File: config.mk
export PLATFORM = sky130hd
export DESIGN_NAME = musa_program_loader
export DESIGN_NICKNAME = d
export VERILOG_FILES = /design/src/rtl/musa_loader_pkg.sv /design/src/rtl/musa_run_counter.sv /design/src/rtl/musa_program_loader.sv
export SDC_FILE = /design/constraint.sdc
export NUM_CORES = 1
export LEC_CHECK = 0
export ABC_AREA = 1
export ABC_CLOCK_PERIOD_IN_PS = 1500
export CAP_MARGIN = 20
export CORE_MARGIN = 5
export CORE_UTILIZATION = 45
export CTS_CLUSTER_SIZE = 10
export DETAILED_ROUTE_END_ITERATION = 8
export PLACE_DENSITY_LB_ADDON = 0.15
export SLEW_MARGIN = 20
export SYNTH_ARGS = -nofsm -noshare
export SYNTH_HDL_FRONTEND = slang
export SYNTH_SLANG_ARGS = --single-unit
File: constraint.sdc
create_clock -name clk -period 1.5 [get_ports clk]
set_clock_uncertainty 0.05 [all_clocks]
set_input_delay 0.45 -clock clk [delete_from_list [all_inputs] [get_ports clk]]
set_output_delay 0.45 -clock clk [all_outputs]
set_load 0.01 [all_outputs]
File: src/rtl/musa_loader_pkg.sv
// Shared types for the MUSA program loader: controller states and error codes.
package musa_loader_pkg;

    typedef enum logic [2:0] {
        IDLE,
        LOAD,
        ARM,
        RUN,
        DONE,
        ERR
    } loader_state_e;

    localparam logic [1:0] ERR_NONE     = 2'd0;
    localparam logic [1:0] ERR_OVERFLOW = 2'd1;
    localparam logic [1:0] ERR_TIMEOUT  = 2'd2;

    function automatic logic is_busy(input loader_state_e s);
        return (s == LOAD) || (s == ARM) || (s == RUN);
    endfunction

endpackage

File: src/rtl/musa_run_counter.sv
// Saturating run-cycle counter with synchronous clear and a TIMEOUT-1 compare
// (TIMEOUT of 0 never times out).
module musa_run_counter #(
    parameter int unsigned CNT_W   = 32,
    parameter int unsigned TIMEOUT = 0
) (
    input  logic             clk,
    input  logic             rst_n,
    input  logic             clr_i,
    input  logic             en_i,
    output logic [CNT_W-1:0] count_o,
    output logic             timeout_o
);

    localparam logic [CNT_W-1:0] LIMIT = CNT_W'(TIMEOUT - 1);

    logic [CNT_W-1:0] count_q, count_d;

    always_comb begin
        count_d = count_q;
        if (clr_i) begin
            count_d = '0;
        end else if (en_i && (count_q != '1)) begin
            count_d = count_q + CNT_W'(1);
        end
    end

    always_ff @(posedge clk or negedge rst_n) begin
        if (!rst_n) begin
            count_q <= '0;
        end else begin
            count_q <= count_d;
        end
    end

    assign count_o   = count_q;
    assign timeout_o = (TIMEOUT != 0) && (count_q == LIMIT);

endmodule

File: src/rtl/musa_program_loader.sv
// Boot/load controller: streams a program into imem, then releases and times the core.
// Optional LOADER_CHECKSUM_EN adds a running modulo-2^DATA_W sum of accepted beats.
module musa_program_loader
    import musa_loader_pkg::*;
#(
    parameter int unsigned DATA_W    = 32,
    parameter int unsigned ADDR_W    = 10,
    parameter int unsigned BASE_ADDR = 0,
    parameter int unsigned CNT_W     = 32,
    parameter int unsigned TIMEOUT   = 0
) (
    input  logic              clk,
    input  logic              rst,
    input  logic              start,
    input  logic              abort,
    input  logic              ld_valid,
    output logic              ld_ready,
    input  logic [DATA_W-1:0] ld_data,
    input  logic              ld_last,
    output logic              imem_we,
    output logic [ADDR_W-1:0] imem_addr,
    output logic [DATA_W-1:0] imem_wdata,
    output logic              core_rst_n,
    output logic              core_en,
    input  logic              core_halt,
    output logic [CNT_W-1:0]  run_cycles,
    output logic [ADDR_W:0]   words_loaded,
    output logic              busy,
    output logic              done,
    output logic              error,
    output logic [1:0]        err_code
`ifdef LOADER_CHECKSUM_EN
    ,
    output logic [DATA_W-1:0] checksum
`endif
);

    localparam logic [ADDR_W-1:0] BASE = ADDR_W'(BASE_ADDR);

    loader_state_e     state_q, state_d;
    logic [ADDR_W-1:0] ptr_q, ptr_d;
    logic              imem_we_q, imem_we_d;
    logic [ADDR_W-1:0] imem_addr_q, imem_addr_d;
    logic [DATA_W-1:0] imem_wdata_q, imem_wdata_d;
    logic [ADDR_W:0]   words_q, words_d;
    logic [1:0]        err_code_q, err_code_d;
    logic              core_rst_n_q, core_rst_n_d;
    logic              core_en_q, core_en_d;
    logic              busy_q, busy_d;
    logic              done_q, done_d;
    logic              error_q, error_d;
    logic              session_start;
    logic              cnt_clr;
    logic              cnt_en;
    logic              timeout;

    musa_run_counter #(
        .CNT_W  (CNT_W),
        .TIMEOUT(TIMEOUT)
    ) u_run_counter (
        .clk      (clk),
        .rst_n    (rst),
        .clr_i    (cnt_clr),
        .en_i     (cnt_en),
        .count_o  (run_cycles),
        .timeout_o(timeout)
    );

    always_comb begin
        state_d       = state_q;
        ptr_d         = ptr_q;
        imem_we_d     = 1'b0;
        imem_addr_d   = imem_addr_q;
        imem_wdata_d  = imem_wdata_q;
        words_d       = words_q;
        err_code_d    = err_code_q;
        session_start = 1'b0;
        cnt_clr       = 1'b0;
        cnt_en        = 1'b0;

        case (state_q)
            IDLE, DONE, ERR: begin
                if (start) begin
                    state_d       = LOAD;
                    session_start = 1'b1;
                end
            end
            LOAD: begin
                if (ld_valid) begin
                    imem_we_d    = 1'b1;
                    imem_addr_d  = ptr_q;
                    imem_wdata_d = ld_data;
                    words_d      = words_q + (ADDR_W+1)'(1);
                    if (ptr_q != '1) begin
                        ptr_d = ptr_q + ADDR_W'(1);
                    end
                    if (ld_last) begin
                        state_d = ARM;
                    end else if (ptr_q == '1) begin
                        state_d    = ERR;
                        err_code_d = ERR_OVERFLOW;
                    end
                end
            end
            ARM: state_d = RUN;
            RUN: begin
                cnt_en = 1'b1;
                if (core_halt) begin
                    state_d = DONE;
                end else if (timeout) begin
                    // The timing-out cycle is not counted, leaving run_cycles at TIMEOUT-1.
                    state_d    = ERR;
                    err_code_d = ERR_TIMEOUT;
                    cnt_en     = 1'b0;
                end
            end
            default: state_d = IDLE;
        endcase

        if (session_start || abort) begin
            ptr_d      = BASE;
            words_d    = '0;
            err_code_d = ERR_NONE;
            cnt_clr    = 1'b1;
        end
        if (abort) begin
            state_d   = IDLE;
            imem_we_d = 1'b0;
            cnt_en    = 1'b0;
        end

        // Status outputs are registered from the next state so they track state_q exactly.
        core_en_d    = (state_d == RUN);
        core_rst_n_d = (state_d == RUN) || (state_d == DONE) || (state_d == ERR);
        busy_d       = is_busy(state_d);
        done_d       = (state_d == DONE);
        error_d      = (state_d == ERR);
    end

    always_ff @(posedge clk or negedge rst) begin
        if (!rst) begin
            state_q      <= IDLE;
            ptr_q        <= BASE;
            imem_we_q    <= 1'b0;
            imem_addr_q  <= '0;
            imem_wdata_q <= '0;
            words_q      <= '0;
            err_code_q   <= ERR_NONE;
            core_rst_n_q <= 1'b0;
            core_en_q    <= 1'b0;
            busy_q       <= 1'b0;
            done_q       <= 1'b0;
            error_q      <= 1'b0;
        end else begin
            state_q      <= state_d;
            ptr_q        <= ptr_d;
            imem_we_q    <= imem_we_d;
            imem_addr_q  <= imem_addr_d;
            imem_wdata_q <= imem_wdata_d;
            words_q      <= words_d;
            err_code_q   <= err_code_d;
            core_rst_n_q <= core_rst_n_d;
            core_en_q    <= core_en_d;
            busy_q       <= busy_d;
            done_q       <= done_d;
            error_q      <= error_d;
        end
    end

    assign ld_ready     = (state_q == LOAD);
    assign imem_we      = imem_we_q;
    assign imem_addr    = imem_addr_q;
    assign imem_wdata   = imem_wdata_q;
    assign words_loaded = words_q;
    assign err_code     = err_code_q;
    assign core_rst_n   = core_rst_n_q;
    assign core_en      = core_en_q;
    assign busy         = busy_q;
    assign done         = done_q;
    assign error        = error_q;

`ifdef LOADER_CHECKSUM_EN
    logic [DATA_W-1:0] csum_q, csum_d;

    always_comb begin
        csum_d = csum_q;
        if (cnt_clr) begin
            csum_d = '0;
        end else if (imem_we_d) begin
            csum_d = csum_q + ld_data;
        end
    end

    always_ff @(posedge clk or negedge rst) begin
        if (!rst) begin
            csum_q <= '0;
        end else begin
            csum_q <= csum_d;
        end
    end

    assign checksum = csum_q;
`else
    // Build without the running program sum.
`endif

endmodule

==> metrics.md <==
| Metric | Value |
|---|---|
| Status | `finished with violations` |
| Failing checks | `negative setup slack` |
| Core Box Area | `12000 sq um` |
| Vias per cell | `~5.2` |
| Reg-to-Reg Start | `state_q[2]$_DFF_PN0_` |
| Most used routing layer | `met2` |
| GPL Wtd Cong | `0.905` |
| CP startpoint | `state_q[2]$_DFF_PN0_` |
| Max Cap Viol | `0` |
| Clk sinks | `105` |
| Area leader, netlist | `dfrtp_1` |
| FF-to-FF End | `busy$_DFF_PN0_` |
| Period utilization | `116%` |
| Startpoint types | `flop` |
| Post-route ant nets | `0` |
| Top cells by area, synth | `dfrtp_1 (48%), nand2_1 (20%), nand3_1 (5.7%), nor2_1 (5.7%), inv_1 (3.9%)` |
| Clock tree buffer depth | `2` |
| Type of the worst min-delay path | `primary input to asynchronous set/reset pin` |
| Largest stage delay, worst path | `around 0.4 ns` |
| Compound-Gate Fraction of Synth Area | `4.13%` |
| Fin. Hold Viols | `0` |
| Clk pin slew, worst setup/hold paths | `0.07 ns` |
| Worst Path Buf+Inv | `4` |
| Cell breakdown of the critical path | `inv_2 -> nand2_4 -> buf_6 -> nor3_4 -> nand2_2 -> nor2_4 -> nor2_4 -> nor2_4 -> inv_1 -> nand2_1 -> inv_1` |
| Mapped Nets | `~790` |
| Die W | `121 um` |
| Number of cells on the critical path | `11` |
| Endpoints failing setup | `108` |
| Dpl hpwl | `12100 um` |
| Final hold slack | `0.401 ns` |
| Largest family of logic cells by synthesized area | `simple AND/OR/NAND/NOR gates` |
| Min cycle time layout | `1.74 ns` |
| Largest net degree at the start of global routing | `65` |
| Cts bufs inserted | `9` |
| Worst R2R Setup Slack | `-0.24 ns` |
| Synth cell types | `33` |
| Filler instances | `892` |
| Crit end category | `flop` |
| Critical setup path kind | `flop to flop` |
| Post-synthesis xor/xnor area fraction | `1.59%` |
| Max-slew violations | `0` |
| Setup TNS | `-16.01 ns` |
| Worst Slack Setup Final | `-0.238 ns` |
| Synth Area in Simple Gates | `approximately 39%` |
| Maximum clock rate | `0.575 GHz` |
| Antenna diodes | `0` |
| Mux cell area share after synthesis | `0%` |
| Clk root buf | `clkbuf_16` |
| First-pass GRT wire length | `28500 um` |
| M3 GR Usage | `6.59%` |
| Vias in the first global route | `5881` |
| Total wire length | `18600 um` |
| Wirelength per Cell | `15.7 um` |
| Rows | `40` |
| Worst Setup EP | `busy$_DFF_PN0_` |
| Pwr dens | `~860 nW/um^2` |
| Synth warn | `0` |
| RSZ-0062 raised after global routing | `true` |
| Peak supply drop | `0.000830 V` |
| Final nets | `1073` |
| Mapped Cells | `745` |
| Initial Utilization | `45.9%` |
| M2 GR Usage | `38.5%` |
| Htree depth | `3` |
| GR Overflow Total | `0` |
| Via count | `between 6000 and 7000` |
| WP data required | `about 1.7 ns` |
| CP max FO | `5` |
| Yosys reg bits | `105` |
| Die area | `approximately 15000 sq um` |
| Worst path slowest cell | `dfrtp_1` |
| Clk Latency, worst-skew pair | `0.35 ns` |
| Lkg Pwr | `4.55 nW` |
| Synth-to-Final Area Change | `61.4%` |
| Crit path max-delay family | `simple AND/OR/NAND/NOR gates` |
| Synth Area in Adders | `0.681%` |
| Met1 Usage GRT | `between 30 and 40%` |
| Worst EP arrival | `a little under 2 ns` |
| Final total power | `0.00768 W` |
| Layout cell share with drive strength beyond 1 | `37.5%` |
| Place WS | `-0.517 ns` |
| Initial DRC Count | `436` |
| Yosys top cell area share | `47.7%` |
| CTS tree | `yes` |
| Worst reg2reg path depth | `11` |
| TritonRoute pass-1 iters | `7` |
| Netlist Area Pre-Place | `5510 sq um` |
| Chip Height | `121 um` |
| Initial antenna violation count | `0` |
| Crit path top cell by count | `nor2_4` |
| IO Port Bufs | `131` |
| Remaining DRCs | `0` |
| I/O Pins | `133` |
| GRT Total Usage | `a little under a quarter` |
| Sequential area share after synthesis | `47.7%` |
| Syn Area/Cell | `7.40 sq um` |
worst min-delay path by stage:
stage	start	to	cells past startpoint
global placement	rst	words_loaded[9]$_DFFE_PN0P_	1
CTS	rst	words_loaded[9]$_DFFE_PN0P_	2
floorplan	rst	busy$_DFF_PN0_	0
detailed placement	rst	words_loaded[9]$_DFFE_PN0P_	1
global route	rst	words_loaded[9]$_DFFE_PN0P_	2
finish	rst	words_loaded[9]$_DFFE_PN0P_	2
worst reg2reg max path, cell delays in order (launching register included):
cell and delay (ns):
dfrtp_1 0.40, inv_2 0.09, nand2_4 0.06, buf_6 0.12, nor3_4 0.31, nand2_2 0.12
nor2_4 0.17, nor2_4 0.06, nor2_4 0.13, inv_1 0.04, nand2_1 0.05, inv_1 0.04
where the power goes:
part	internal, W	switching (W)
Combinational	0.000767	0.000928
Clock	0.00157	0.00110
Sequential	0.00314	0.000187
cells in the final DEF (no fill, tap or decap), types with 7 or more instances in the layout:
cell / n
buf_6: 42
nand2_2: 49
o21ai_1: 12
nand2_4: 19
nand3_1: 62
nor2_4: 8
dfrtp_1: 102
inv_1: 54
nand4_1: 34
nor2_1: 68
clkbuf_16: 12
nand2_1: 231
buf_2: 21
buf_12: 11
clkbuf_2: 42
clkdlybuf4s50_1: 37
o21ai_0: 11
nor2_2: 11
buf_4: 127
or2_2: 7
clkdlybuf4s15_1: 12
xor2_1: 7
registers in the layout, indices dropped and copies added, names as in the netlist:
signal / count
ptr_q: 10
done: 1
state_q: 3
imem_wdata: 32
core_en: 1
busy: 1
u_run_counter.count_o: 32
err_code: 1
error: 1
imem_addr: 10
imem_we: 1
core_rst_n: 1
words_loaded: 11
what timing repair did:
| action | 4_1_cts | 5_1_grt |
|---|---|---|
| pin swaps | 11 | 49 |
| gates cloned | 1 | 5 |
| hold endpoints to repair | 4 | 0 |
| gates resized for setup | 335 | 158 |
| buffers inserted | 25 | 23 |
| hold buffers | 1 | 0 |
| endpoints found under the setup margin | 186 | 171 |
layout make-up:
class	instances	area [sq um]	share of cell area, %
flip-flops and latches	105	2630	29.6
well taps	147	184	2.07
repair buffers	300	2610	29.3
multi-input cells	555	2910	32.7
inverters	60	233	2.62
clock buffers	11	253	2.84
clock inverters	5	85.1	0.956
synth_stat cells (all sizes together):
library cell    n
buf            20
conb            1
xnor2           3
a31o            2
dfrtp         105
inv            60
nand3b          2
o21bai          1
o21ai          28
nor2           88
nor3            6
xor2            7
nand2         301
or2             7
nand4          34
nand3          63
ha              3
o31ai           1
a21oi           8
clkbuf          5
cells by family after synthesis:
family,Yosys count
xor+xnor,10
compound gates,40
fa+ha+maj,3
buf+inv,85
other cells,1
flops,105
simple gates,501
metal layers:
metal / part of all wire, % / up-vias
li1: - / 2940
met3: 8.4 / 43
met4: 2.3 / 0
met2: 49 / 285
met5: 0 / -
met1: 40 / 2938
per-stage QoR:
stage / cell area [sq um] / util [%] / cells
2_1_floorplan: 5530 / - / 745
6_report: 8900 / 74.1 / 1183
5_1_grt: 8900 / 74.1 / 1183
4_1_cts: 8600 / 71.6 / 1158
3_5_place_dp: 7860 / 65.5 / 1116
3_3_place_gp: 7860 / 65.5 / 1116
Power figures use the tool's default switching activity.
